--- src/rtl/seq_mult_16_pkg.sv ---
// Shared state encodings and iteration constants for the 16x16 shift-add multiplier.
package seq_mult_16_pkg;

    typedef enum logic [1:0] {
        IDLE = 2'd0,
        CALC = 2'd1,
        DONE = 2'd2
    } state_t;

    localparam int         ITER      = 16;
    localparam logic [4:0] LAST_STEP = 5'(ITER - 1);

endpackage

--- src/rtl/adder_16.sv ---
// 16-bit ripple adder with carry in/out, used by the shift-add multiplier datapath.
module adder_16 (
    input  logic        clk,
    input  logic [15:0] a,
    input  logic [15:0] b,
    input  logic        cin,
    output logic [15:0] s,
    output logic        c
);

    assign {c, s} = {1'b0, a} + {1'b0, b} + {16'd0, cin};

    // The sum is combinational; clk only times this X-propagation check.
    a_no_x_out: assert property (@(posedge clk) !$isunknown({a, b, cin}) |-> !$isunknown({c, s}));

endmodule

--- src/rtl/seq_mult_16.sv ---
// Unsigned 16x16 sequential multiplier: one shift-add step per cycle, fixed 17-cycle latency.
module seq_mult_16
    import seq_mult_16_pkg::*;
(
    input  logic        clk,
    input  logic        rst,
    input  logic        start,
    input  logic [15:0] a,
    input  logic [15:0] b,
    output logic        busy,
    output logic        done,
    output logic [31:0] p
);

    state_t      state, state_next;
    logic [15:0] mcand;
    logic [31:0] acc;
    logic [31:0] acc_shift;
    logic [4:0]  count;
    logic [15:0] addend;
    logic [15:0] sum;
    logic        carry;
    logic        accept;
    logic        step;
    logic        finish;

    assign addend = acc[0] ? mcand : 16'd0;

    adder_16 u_adder (
        .clk (clk),
        .a   (acc[31:16]),
        .b   (addend),
        .cin (1'b0),
        .s   (sum),
        .c   (carry)
    );

    // Carry lands in bit 31 so the full 32-bit product survives the shift.
    assign acc_shift = {carry, sum, acc[15:1]};

    always_ff @(posedge clk) begin
        if (rst) state <= IDLE;
        else     state <= state_next;
    end

    always_comb begin
        // NOTE: every output of this block gets a default first; a missed branch would otherwise infer a latch.
        state_next = state;
        accept     = 1'b0;
        step       = 1'b0;
        finish     = 1'b0;
        case (state)
            IDLE: begin
                if (start) begin
                    accept     = 1'b1;
                    state_next = CALC;
                end
            end
            CALC: begin
                step = 1'b1;
                if (count == LAST_STEP) begin
                    finish     = 1'b1;
                    state_next = DONE;
                end
            end
            DONE:    state_next = IDLE;
            default: state_next = IDLE;
        endcase
    end

    always_ff @(posedge clk) begin
        // NOTE: non-blocking assignments so every register here sees pre-edge values of the others.
        if (rst) begin
            mcand <= '0;
            acc   <= '0;
            count <= '0;
            p     <= '0;
            busy  <= 1'b0;
            done  <= 1'b0;
        end else begin
            busy <= (state_next == CALC);
            done <= (state_next == DONE);
            if (accept) begin
                mcand <= a;
                acc   <= {16'd0, b};
                count <= '0;
            end else if (step) begin
                acc   <= acc_shift;
                count <= count + 5'd1;
            end
            // Product is latched on entry to DONE so it is valid in the done cycle itself.
            if (finish) p <= acc_shift;
        end
    end

endmodule

--- config.mk ---
export PLATFORM = sky130hd
export DESIGN_NAME = seq_mult_16
export DESIGN_NICKNAME = d
export VERILOG_FILES = /design/src/rtl/seq_mult_16_pkg.sv /design/src/rtl/adder_16.sv /design/src/rtl/seq_mult_16.sv
export SDC_FILE = /design/constraint.sdc
export NUM_CORES = 1
export LEC_CHECK = 0
export ABC_AREA = 1
export BUFFER_PORTS_ARGS = -buffer_cell sky130_fd_sc_hd__buf_2
export CORE_MARGIN = 5
export CORE_UTILIZATION = 33
export DETAILED_ROUTE_END_ITERATION = 10
export REMOVE_ABC_BUFFERS = 1
export SLEW_MARGIN = 10
export SYNTH_ARGS = -nofsm -noshare
export SYNTH_HDL_FRONTEND = slang
export SYNTH_SLANG_ARGS = --single-unit
--- constraint.sdc ---
create_clock -name clk -period 5.3 [get_ports clk]
set_clock_uncertainty 0.1 [all_clocks]
set_input_delay 1.59 -clock clk [delete_from_list [all_inputs] [get_ports clk]]
set_output_delay 1.59 -clock clk [all_outputs]
set_load 0.005 [all_outputs]
* After elaboration in Yosys (flattened, before gate mapping)
Cells that the tools add are included.
** Operators by class
- Add/subtract/negate cells :: 2
- Equal/unequal tests :: 4
- Muxes and demuxes :: 11
- Reductions and logical operators :: 3
** Operators with widths (number)
- $mux W16 :: 3
- $add A16 B16 Y17 :: 1
- $add A5 B1 Y5 const B :: 1
- $eq A5 B4 Y1 const B :: 1
- $mux W1 :: 5
- $eq A2 B1 Y1 const B :: 2
- $mux W2 :: 2
- $pmux W2 S2 :: 1
- $eq A2 B2 Y1 const B :: 1
- $logic_not A2 Y1 :: 1
- $reduce_bool A2 Y1 :: 1
- $reduce_or A2 Y1 :: 1
** Storage, ports and cells
- Flip-flop bits (word level) :: 89
- Input bits :: 35
- Output and inout port bits :: 34

* Depth between registers and ports, before layout
- Depth in word-level cells :: 4
- Mapped depth :: 16
- Mapped depth without buffers :: 14

* By module
Synthesis repeated with hierarchy kept, for this count alone.
** Unflattened totals
- Cell total of the unflattened synthesis :: 700
- Area total of the unflattened synthesis :: 4683.2 um^2
** By module, submodules not included
- seq_mult_16 :: times used 1, cells each 516, area each 3697.3 um^2, seq. area each 1781.7 um^2
- adder_16 :: times used 1, cells each 184, area each 985.9 um^2, seq. area each 0.0 um^2

* Worst setup path after synthesis
OpenSTA, ideal clock, no wires.
- Path type :: input port to flip-flop
- Start point :: input port start
- End point :: register acc[28]
- Arrival time :: 2260 ps
- Required time :: 5091 ps
- Slack :: 2832 ps
- Cell stages on the path :: 8
- Buffers on the path :: 1
- Cells stage by stage :: nand2_1 nor2_4 nor2_4 inv_2 buf_4 nor2_1 nand2_1 inv_1
** Between the ends
- Cells in the longest elaborated chain, start to end :: 3
** Ends and longest elaborated chain
- from (decl) :: line seq_mult_16.sv:7 : input logic start,
- $mux W1 :: line seq_mult_16.sv:54 : if (start) begin
- $mux W1 :: line seq_mult_16.sv:52 : case (state)
- $reduce_or A2 Y1 (no source line)
- to (signal assigned) :: line seq_mult_16.sv:85 : acc <= {16'd0, b};
- to (signal assigned) :: line seq_mult_16.sv:88 : acc <= acc_shift;
- to (decl) :: line seq_mult_16.sv:17 : logic [31:0] acc;
Every way passes these cells.
A chain may end at the register's enable or synchronous reset.

* Worst setup path in the final report
- Start point :: input port start
- End point :: register acc[18]
Same word-level chain as after synthesis.

==> impl_metrics.ini <==
[worst_setup_path]
reg2regPathDepth = 10
path_cells = buf_2 > nand2_1 > nor2_4 > nor2_4 > inv_2 > nor2_1 > o21ai_0 > inv_1
worstPathArrival_ns = 2.99
crit_fanout = 34
path_class = input port to flip-flop
startpoint_type = input port
worst_path_max_delay_cell = nor2_4
timing.rr.start = count[0]
required_ns = 5.42
cp_num_buf_inv = 3
crit_family = simple AND/OR/NAND/NOR gates
crit_path_frequent_cell = nor2_4
r2r_end = p[21]
regToRegSetupSlack_ns = 2.94
endpoint_kind = flip-flop
slowest_delay_ns = 0.61

[detailed_routing]
drtPass1Iterations = 4
route.detailed.drc = 0
vias_per_cell = 4.46
ant_nets = 0
dr_total_vias = 3906
wl_um = 10300
drtIter0Drc = 142
wl_per_cell_um = 11.8

[placement]
dp_hpwl_um = 7200
gp_congestion = 0.769
place_inst = 859
io_buffers = 68

[worst_hold_path]
hold_depth = 2
hold_class = flip-flop to flip-flop
holdPathEnd = p[16]
min_from = p[16]

[clock_network]
cts-resized-gates = 0
cts_setup_buffers = 0
cts-root-buf = clkbuf_16
ctsLongestPathBuffers = 2
clock_sink_count = 89
cts_inserted_buffers = 9
ctsHtreeMaxLevel = 3
clock_latency_ns = 0.33
hold_buffers = 0
path_clk_slew_ns = 0.07
tritoncts = built

[timing]
finalCriticalPeriod_ns = 2.86
slew_headroom_pct = 35.9
fmax_ghz = 0.349
slew_viol_final = 0
timing.final.crit_share_pct = 54.0
hold_viol = 0
fin_hold_ws_ns = 0.375
fin_setup_tns_ns = 0
worstMarginPinSlew_ns = 0.960
setup-violations-final = 0
rsz0062_at_grt = no

[finish]
fin_cells = 875
areaGrowthSynthToFinish_pct = 16.6
seqCellArea_um2 = 1780
multi_input_area_um2 = 2140
drive_above_1_share_pct = 14.2
final_nets = 748
fin_util_pct = 39.1
fillers = 1437

[global_routing]
grtUsageMet2_pct = 20.2
grt_remaining_overflow = 0
grt_pass1_vias = 3737
use_met3_pct = 5.08
grt_pass1_wl_um = 17700
grt_max_degree = 65
gr-usage-met1_pct = 17.9
antenna_found_initial = 0
track_usage_pct = 13.4
grt.busiest_layer = met2

[synthesis]
synth_ff_type = dfxtp_1
async_flop_share_pct = 0
synth-edff-count = 0
syn_avg_cell_area_um2 = 6.92
synthCells = 642
syn-cell-area_um2 = 4440
synth_seq_area_share_pct = 40.1
synth_warnings = 0
yosys.cell_types.count = 31
ys_ff_latch = 89

[die]
die_y_um = 126
core_area_um2 = 13200
dieArea_um2 = 15900
rows = 42
start_util_pct = 33.5
ios = 69
fp.dieW_um = 126

[power]
powerDensity_nw_per_um2 = 302
total_power_uw = 1560
share_comb_of_total_power_pct = 9.4
switchingPower_uw = 382
sw_frac_of_total_pct = 24.5
leakagePower_uw = 0.00276
p_int_uw = 1180
seq_power_share_pct = 46.2
p_clk_share_pct = 44.4
max-vdd-ir-drop_v = 0.000153

[outcome]
status = finished clean

[flow_run]
maxCapViolCount = 0
kinds of logic after synthesis:
logic type	Yosys count	synth area share, %
AND/OR/NAND/NOR	283	26.5
buffers and inverters	125	11.6
AO/OA/AOI/OAI	121	15.0
flip-flops	89	40.1
adder cells (fa/ha/maj)	19	5.52
XOR/XNOR	5	1.16
sequential cells by signal, indices dropped and copies added, names as in the netlist:
signal  cells
busy        1
mcand      16
p          32
state       2
count       5
acc        32
done        1
worst reg2reg max path, delay by kind of cell (launching register included):
kind                     cells  cell delay (ns)
AO/OA/AOI/OAI                1             0.11
adder cells (fa/ha/maj)      2             0.37
buffers and inverters        4             0.54
flip-flops                   1             0.37
AND/OR/NAND/NOR              3             0.77
layout by cell type (no fill, tap or decap), types with 2 or more instances in the layout:
cell type	synthesis	layout
a21oi_1	31	31
nor2_4	3	3
ha_1	18	18
o21a_1	9	9
or2_1	2	2
dfxtp_1	89	89
nor3_1	4	4
o21bai_1	2	2
nor3_2	2	2
nand2_2	3	3
nor2_1	103	103
inv_2	6	6
clkbuf_16	0	9
nand3b_1	2	2
nand2_1	124	124
o211ai_1	6	6
buf_2	14	68
bufinv_16	0	2
nand3_1	38	38
inv_1	91	91
o22ai_1	16	16
xor2_1	3	3
o21ai_0	57	57
layout make-up:
cell class              count  area share, %
clock buffers              11           4.69
inverters                  97           7.03
flip-flops and latches     89           34.4
multi-input cells         428           41.4
diodes                      1         0.0483
well taps                 176           4.25
repair buffers             69           6.72
clock inverters             4           1.47
through the flow:
| step | setup WS (ns) | cell area, µm² |
|---|---|---|
| floorplan | 2.59 | 4290 |
| global placement | 2.13 | 4860 |
| detailed placement | 2.09 | 4860 |
| CTS | 2.44 | 5170 |
| global route | 2.32 | 5170 |
| finish | 2.44 | 5180 |
cell usage after synthesis (2+ instances only):
cell / instances / area, µm²
nand2_1: 124 / 465
nor2_1: 103 / 387
inv_1: 91 / 342
dfxtp_1: 89 / 1780
o21ai_0: 57 / 285
nand3_1: 38 / 190
a21oi_1: 31 / 155
ha_1: 18 / 225
o22ai_1: 16 / 100
buf_2: 14 / 70.1
o21a_1: 9 / 67.6
clkbuf_1: 8 / 30.0
inv_2: 6 / 22.5
o211ai_1: 6 / 45.0
nor3_1: 4 / 20.0
buf_4: 3 / 22.5
nand2_2: 3 / 18.8
nor2_4: 3 / 33.8
xor2_1: 3 / 26.3
nand3b_1: 2 / 15.0
nor3_2: 2 / 20.0
o21bai_1: 2 / 15.0
or2_1: 2 / 12.5
metal layers:
metal	vias up	share of wire (%)
met5	-	0
met4	0	0.80
met3	5	6.9
met2	67	41
met1	1695	51
li1	2139	-
how the worst max path moves through the flow:
stage / from / end / slack [ns] / cells past startpoint
after floorplan: start / acc[18] / 2.59 / 7
after global placement: start / acc[19] / 2.13 / 8
after detailed placement: start / acc[18] / 2.09 / 8
after CTS: start / acc[18] / 2.44 / 8
after global routing: start / acc[18] / 2.32 / 8
final: start / acc[18] / 2.44 / 8
power by group through the flow:
stage,logic (µW),registers [µW],clock network [µW]
6_report,147,721,693
5_1_grt,170,724,736
4_1_cts,148,721,710
3_5_place_dp,147,736,0
3_3_place_gp,147,737,0
2_1_floorplan,104,730,0
Power figures use the tool's default switching activity.
